## src/rtl/phase2_ctrl.sv

```systemverilog
// phase2_ctrl: column-sweep sequencer for the phase-2 teta update datapath.
// Define PHASE2_CTRL_CONV_EN to end a run early once a full sweep leaves every teta unchanged.
module phase2_ctrl #(
  parameter  int N      = 8,
  parameter  int DW     = 8,
  parameter  int ITER_W = 8,
  parameter  int LAT    = 2,
  localparam int AW     = $clog2(N)
) (
  input  logic              clk,
  input  logic              resetn,
  input  logic              start,
  input  logic              abort,
  input  logic [ITER_W-1:0] num_iter,
  input  logic [DW-1:0]     epsilon_in,
  input  logic              teta_ld_en,
  input  logic [AW-1:0]     teta_ld_addr,
  input  logic [DW-1:0]     teta_ld_data,
  input  logic [AW-1:0]     teta_rd_addr,
  output logic [DW-1:0]     teta_rd_data,
  output logic [AW-1:0]     col_addr,
  output logic              col_rd_en,
  output logic              dp_enable,
  output logic [DW-1:0]     dp_epsilon,
  output logic [DW-1:0]     dp_teta_i_t,
  input  logic [DW-1:0]     dp_teta,
  output logic              busy,
  output logic              done,
  output logic              converged
);

  localparam logic [2:0] S_IDLE  = 3'd0;
  localparam logic [2:0] S_FETCH = 3'd1;
  localparam logic [2:0] S_RUN   = 3'd2;
  localparam logic [2:0] S_WB    = 3'd3;
  localparam logic [2:0] S_DONE  = 3'd4;

  localparam int              LW       = (LAT > 1) ? $clog2(LAT) : 1;
  localparam logic [LW-1:0]   LAT_LAST = LW'(LAT - 1);
  localparam logic [AW-1:0]   COL_LAST = AW'(N - 1);

  logic [2:0]        state;
  logic [AW-1:0]     col;
  logic [ITER_W-1:0] iter;
  logic [ITER_W-1:0] num_iter_q;
  logic [DW-1:0]     eps_q;
  logic [LW-1:0]     lat_cnt;
  logic [DW-1:0]     teta_reg [N];

  logic              start_ok;
  logic              last_col;
  logic [ITER_W-1:0] iter_inc;
  logic              last_sweep;
  logic              stop_early;

  assign start_ok   = (state == S_IDLE) && start;
  assign last_col   = (col == COL_LAST);
  assign iter_inc   = iter + ITER_W'(1);
  assign last_sweep = last_col && (iter_inc == num_iter_q);

  // NOTE: every register below uses non-blocking assignment so all state
  // updates see the pre-edge values, independent of statement order.
  always_ff @(posedge clk or negedge resetn) begin
    if (!resetn) begin
      state      <= S_IDLE;
      col        <= '0;
      iter       <= '0;
      num_iter_q <= '0;
      eps_q      <= '0;
      lat_cnt    <= '0;
    end else begin
      case (state)
        S_IDLE: begin
          if (start) begin
            col        <= '0;
            iter       <= '0;
            num_iter_q <= num_iter;
            eps_q      <= epsilon_in;
            state      <= (num_iter == '0) ? S_DONE : S_FETCH;
          end
        end
        S_FETCH: begin
          lat_cnt <= '0;
          state   <= abort ? S_IDLE : S_RUN;
        end
        S_RUN: begin
          if (abort)                    state   <= S_IDLE;
          else if (lat_cnt == LAT_LAST) state   <= S_WB;
          else                          lat_cnt <= lat_cnt + LW'(1);
        end
        S_WB: begin
          if (abort) begin
            state <= S_IDLE;
          end else if (last_col) begin
            col   <= '0;
            iter  <= iter_inc;
            state <= (last_sweep || stop_early) ? S_DONE : S_FETCH;
          end else begin
            col   <= col + AW'(1);
            state <= S_FETCH;
          end
        end
        S_DONE:  state <= S_IDLE;
        default: state <= S_IDLE;
      endcase
    end
  end

  // NOTE: the teta bank must read back as zero after reset, so it is a
  // reset register file rather than an uninitialised RAM.
  always_ff @(posedge clk or negedge resetn) begin
    if (!resetn) begin
      for (int i = 0; i < N; i++) teta_reg[i] <= '0;
    end else if (state == S_WB) begin
      teta_reg[col] <= dp_teta;
    end else if ((state == S_IDLE) && teta_ld_en) begin
      teta_reg[teta_ld_addr] <= teta_ld_data;
    end
  end

`ifdef PHASE2_CTRL_CONV_EN
  logic changed;
  logic conv_q;
  logic wb_diff;

  assign wb_diff    = (dp_teta != teta_reg[col]);
  // The last WB of a sweep counts its own change when deciding convergence.
  assign stop_early = last_col && !(changed || wb_diff);
  assign converged  = conv_q;

  always_ff @(posedge clk or negedge resetn) begin
    if (!resetn) begin
      changed <= 1'b0;
      conv_q  <= 1'b0;
    end else if (start_ok) begin
      changed <= 1'b0;
      conv_q  <= 1'b0;
    end else if ((state == S_WB) && !abort) begin
      changed <= last_col ? 1'b0 : (changed | wb_diff);
      if (stop_early) conv_q <= 1'b1;
    end
  end
`else
  assign stop_early = 1'b0;
  assign converged  = 1'b0;
`endif

  assign busy         = (state == S_FETCH) || (state == S_RUN) || (state == S_WB);
  assign done         = (state == S_DONE);
  assign col_rd_en    = (state == S_FETCH);
  assign dp_enable    = (state == S_RUN);
  assign col_addr     = col;
  assign dp_teta_i_t  = teta_reg[col];
  assign dp_epsilon   = eps_q;
  assign teta_rd_data = teta_reg[teta_rd_addr];

endmodule

```

## config.mk

```make
export PLATFORM = sky130hd
export DESIGN_NAME = phase2_ctrl
export DESIGN_NICKNAME = d
export VERILOG_FILES = /design/src/rtl/phase2_ctrl.sv
export SDC_FILE = /design/constraint.sdc
export NUM_CORES = 1
export LEC_CHECK = 0
export CAP_MARGIN = 10
export CORE_MARGIN = 8
export CORE_UTILIZATION = 53
export CTS_CLUSTER_DIAMETER = 100
export DETAILED_ROUTE_END_ITERATION = 8
export GPL_TIMING_DRIVEN = 0
export PLACE_DENSITY = 0.77
export SLEW_MARGIN = 10
export SYNTH_ARGS = -nofsm -noshare
export SYNTH_HDL_FRONTEND = slang
export SYNTH_SLANG_ARGS = --single-unit
```

## constraint.sdc

```tcl
create_clock -name clk -period 2 [get_ports clk]
set_input_delay 0.2 -clock clk [delete_from_list [all_inputs] [get_ports clk]]
set_output_delay 0.2 -clock clk [all_outputs]
set_load 0.1 [all_outputs]
```

After elaboration in Yosys (flattened, before gate mapping):

Index checks and enable logic that the tools add are counted.

* reductions and logical operators: 16
* $lt $le $gt $ge: 5
* bitwise gates (word level): 3
* $add $sub $neg: 3
* equality and inequality tests: 11
* mux-type cells: 34

Operators with widths (number)
* $bwmux W64: 2
* $mux W64: 2
* $mux W8: 9
* $bmux W8 S3: 2
* $demux W8 S3: 2
* $mux W3: 10
* $pmux W8 S2: 1
* $ge A4 B4 Y1 const B: 3
* $not A3 Y4: 3
* $pmux W3 S4: 1
* $add A8 B1 Y8 const B: 1
* $eq A8 B8 Y1: 1
* $logic_not A8 Y1: 1
* $lt A4 B1 Y1 const B: 2
* $ne A2 B2 Y1 const B: 4
* $eq A3 B2 Y1 const B: 2
* $eq A3 B3 Y1 const B: 2
* $pmux W3 S2: 1
* $reduce_and A2 Y1: 3
* $reduce_bool A2 Y1: 3
* $logic_and A1 B1 Y1: 4
* $reduce_and A4 Y1: 1
* $add A3 B1 Y3 const B: 1
* $eq A3 B1 Y1 const B: 1
* 8 further kinds: 10

* output and inout bits: 32
* register bits: 95

Logic depth before layout (Yosys ltp):

* depth after elaboration: 8
* depth in mapped cells: 10

Worst setup path after synthesis:

Ideal clock, no wire load.

* path kind: reg2out
* start: register col[0] (netlist: col_addr[0])
* end: output port dp_teta_i_t[2]
* path slack: -2225 ps
* cell stages (with the launch flop): 7
* path buffers: 3
* data required time: 1800 ps
* arrival time: 4025 ps
* cell sequence: dfrtp_1 > buf_2 > buf_2 > buf_2 > and3_1 > a21oi_1 > o21ai_0

* cells in the longest elaborated chain, start to end: 4

Ends and longest elaborated chain
* from (decl): RTL line 43 `logic [AW-1:0] col;`
* from (signal assigned): RTL line 99 `col <= col + AW'(1);`
* $not A3 Y4 (implied by the code): RTL line 153 `assign dp_teta_i_t = teta_reg[col];`
* $bmux W8 S3: RTL line 153
* $mux W8 (implied by the code) (2 in a row): RTL line 153
* to (decl): RTL line 25 `output logic [DW-1:0] dp_teta_i_t,`

Every way passes these cells. The select of a mux whose other input is x is not followed.

Worst setup path in the final report:

* start: register col[0] (netlist: col_addr[0])
* end: output port dp_teta_i_t[4]

Same word-level chain as after synthesis.

==> impl_metrics.env <==
export IMPL_ys_ff_latch=95
export IMPL_clk_pin_slew_ns=0.10
export IMPL_relSlewSlack_pct=34.4
export IMPL_route_detailed_drc=0
export IMPL_use_met3_pct=7.31
export IMPL_synth_distinct_cells=63
export IMPL_dp_cells=793
export IMPL_yosysSeqAreaShare_pct=40.4
export IMPL_grt_use_met1_pct=31.6
export IMPL_final_max_slew_viol_count=0
export IMPL_synth_most_common_cell="dfrtp_1"
export IMPL_critPathLaunchType="flop"
export IMPL_skew_ns=0.0124
export IMPL_post_place_ws_ns=-1.05
export IMPL_synth_main_ff_cell="dfrtp_1"
export IMPL_overflow=0
export IMPL_cts_path_max_buffers=2
export IMPL_max_cap_violations=0
export IMPL_fmax_ghz=0.408
export IMPL_critPathMaxFanout=8
export IMPL_grt_busiest_layer="met2"
export IMPL_grt_max_degree=53
export IMPL_layout_cells_non_filler=841
export IMPL_die_x_um=121
export IMPL_layout_drive_gt1_share_pct=32.7
export IMPL_hold_viol=0
export IMPL_synthArstFlopShare_pct=100
export IMPL_die_h_um=121
export IMPL_cts_made_buffers=9
export IMPL_syn_instance_count=591
export IMPL_rows=38
export IMPL_p_per_area_nw_per_um2=1590
export IMPL_drt_iter0_markers=690
export IMPL_end_kind="primary output"
export IMPL_worstReg2RegEnd="teta_reg[15]"
export IMPL_path_class="reg2out"
export IMPL_largest_register_ffs=64
export IMPL_synthTopCellsByCount="dfrtp_1 (95), a22oi_1 (69), nor2_1 (58), nand2_1 (55), a21oi_1 (40)"
export IMPL_grtUsageMet2_pct=37.9
export IMPL_grt_pass1_wl_um=28300
export IMPL_root_buffer="clkbuf_8"
export IMPL_grtUsageTotal_pct=24.5
export IMPL_io_pins=75
export IMPL_crit_path_end="dp_teta_i_t[4]"
export IMPL_grt_pass1_vias=5370
export IMPL_leakagePower_nw=3.18
export IMPL_clock_latency_ns=0.38
export IMPL_status="finished with violations"
export IMPL_setup_worst_path_start="col_addr[0]"
export IMPL_r2r_slack_ns=0.05
export IMPL_hp_class="in2reg"
export IMPL_gp_congestion=0.939
export IMPL_max_slew_worst_pin_slew_ns=0.988
export IMPL_nNetsFinal=742
export IMPL_r2r_start="state[2]"
export IMPL_cp_data_required_time_ns=1.80
export IMPL_wirelength_um=19100
export IMPL_fin_crit_sh_pct=123
export IMPL_hp_start="teta_ld_addr[0]"
export IMPL_dp_hpwl_um=13200
export IMPL_synth_area_leaders="dfrtp_1 (40%), a22oi_1 (8.8%), mux4_2 (8.0%)"
export IMPL_ant_nets=0
export IMPL_yosys_area_top_type="dfrtp_1"
export IMPL_dr_pass1_iters=5
export IMPL_ir_drop_mv=1.28
export IMPL_synth_top_cell_area_share_pct=40.4
export IMPL_avgSynthCellArea_um2=9.95
export IMPL_port_buffers=61
export IMPL_yosysWarnings=0
export IMPL_antenna_found_initial=0
export IMPL_synthesis_nets=637
export IMPL_num_vias=5507
export IMPL_cts_tree="done"
export IMPL_violations="setup timing"
export IMPL_postLayoutCoreUtil_pct=72.5
export IMPL_antennaDiodeCount=0
export IMPL_syn2layout_area_growth_pct=33.6
export IMPL_finalSetupViolations=10
export IMPL_cp_arrival_ns=2.25
export IMPL_cts_sinks=95
export IMPL_die_area_um2=14700
export IMPL_drt_vias_per_instance=6.55
export IMPL_core_area_um2=10800
export IMPL_synth_edf_count=0
export IMPL_fin_crit_ns=2.45
export IMPL_initial_utilization_pct=54.3
export IMPL_cts_max_level=3
export IMPL_fin_ws_ns=-0.452
export IMPL_reg2reg_depth=10
export IMPL_syn_cell_area_um2=5880
export IMPL_wire_per_inst_um=22.7
export IMPL_grt_setup_unrepaired="yes"
## power breakdown
| group | total [mW] | internal [mW] | switching, mW |
|---|---|---|---|
| Combinational | 7.47 | 2.91 | 4.56 |
| Sequential | 3.42 | 2.67 | 0.751 |
| Clock | 1.63 | 0.900 | 0.727 |
| Total | 12.5 | 6.48 | 6.04 |
## cells by family after synthesis
| kind of cell | share of synthesized area [%] |
|---|---|
| AO/OA/AOI/OAI | 21.5 |
| AND/OR/NAND/NOR | 15.4 |
| flip-flops | 40.4 |
| buffers and inverters | 5.83 |
| multiplexers | 14.6 |
| XOR/XNOR | 1.60 |
| adder cells (fa/ha/maj) | 0.638 |
| other | 0.0637 |
## worst min path at each step
stage	to	slack (ns)	depth (start not counted)
3_5_place_dp	col_addr[0]	0.25	1
2_1_floorplan	dp_epsilon[0]	-0.1	0
3_3_place_gp	teta_reg[43]	0.48	2
4_1_cts	teta_reg[58]	0.31	3
6_report	teta_reg[28]	0.34	4
5_1_grt	teta_reg[25]	0.35	4
## worst max-delay path, stage by stage (launching register included)
cell     delay, ns
dfrtp_4       0.52
buf_8         0.15
buf_12        0.14
mux2i_1       0.15
nor2_1        0.09
a31oi_1       0.18
a21oi_1       0.11
a221o_4       0.36
buf_12        0.17
## stage by stage
step                      power [mW]  area [um^2]  TNS, ns  hold WS [ns]
after floorplan                 8.11         6130   -0.505       -0.0956
after global placement          9.49         6910  -295.19         0.483
after detailed placement        9.65         6940   -18.76         0.252
after CTS                       11.7         7390    -2.59         0.310
after global routing            13.0         7860    -3.46         0.345
final                           12.5         7860    -2.95         0.341
## cell type report
cell class / count / area (um^2)
fillers: 762 / 2980
inverters: 6 / 26.3
repair buffers: 107 / 1150
clock buffers: 11 / 151
clock inverters: 5 / 104
plain buffers: 47 / 383
well taps: 140 / 175
flip-flops and latches: 95 / 2390
multi-input cells: 430 / 3480
## repair_timing
item,CTS,global route
hold endpoints to repair,43,0
endpoints found under the setup margin,69,83
setup buffers,8,33
resized for setup,185,63
hold buffers,1,0
pin swaps,7,18
cloned,0,3
## per-layer routing
metal / share of wire [%] / routed length [um]
met1: 40 / 7690
met2: 46 / 8800
met3: 10 / 2000
met4: 3.0 / 580
met5: 0 / 0
## cell usage in the layout (no fill, tap or decap), drive strengths merged, types with 2 or more instances in the layout
master | netlist | routed
buf | 32 | 99
dfrtp | 95 | 95
a22oi | 71 | 71
nor2 | 61 | 61
nand2 | 55 | 55
a21oi | 42 | 42
o21ai | 36 | 36
clkdlybuf4s50 | 0 | 29
mux2 | 29 | 29
clkbuf | 28 | 27
mux4 | 21 | 21
nand3 | 12 | 12
and2 | 11 | 11
nor3 | 11 | 11
dlygate4sd2 | 0 | 8
mux2i | 6 | 6
and3 | 6 | 6
a22o | 6 | 6
xnor2 | 5 | 5
nand2b | 5 | 5
inv | 6 | 5
o31ai | 5 | 5
nor4 | 4 | 4
nand3b | 3 | 3
xor2 | 3 | 3
bufinv | 0 | 3
nor3b | 3 | 3
a31oi | 3 | 3
and3b | 3 | 3
a221oi | 3 | 3
ha | 3 | 3
a221o | 2 | 2
o211ai | 2 | 2
nand4 | 2 | 2
a2bb2oi | 2 | 2
nor2b | 2 | 2
clkinv | 0 | 2
No activity file was read; power rests on OpenSTA's default activity.
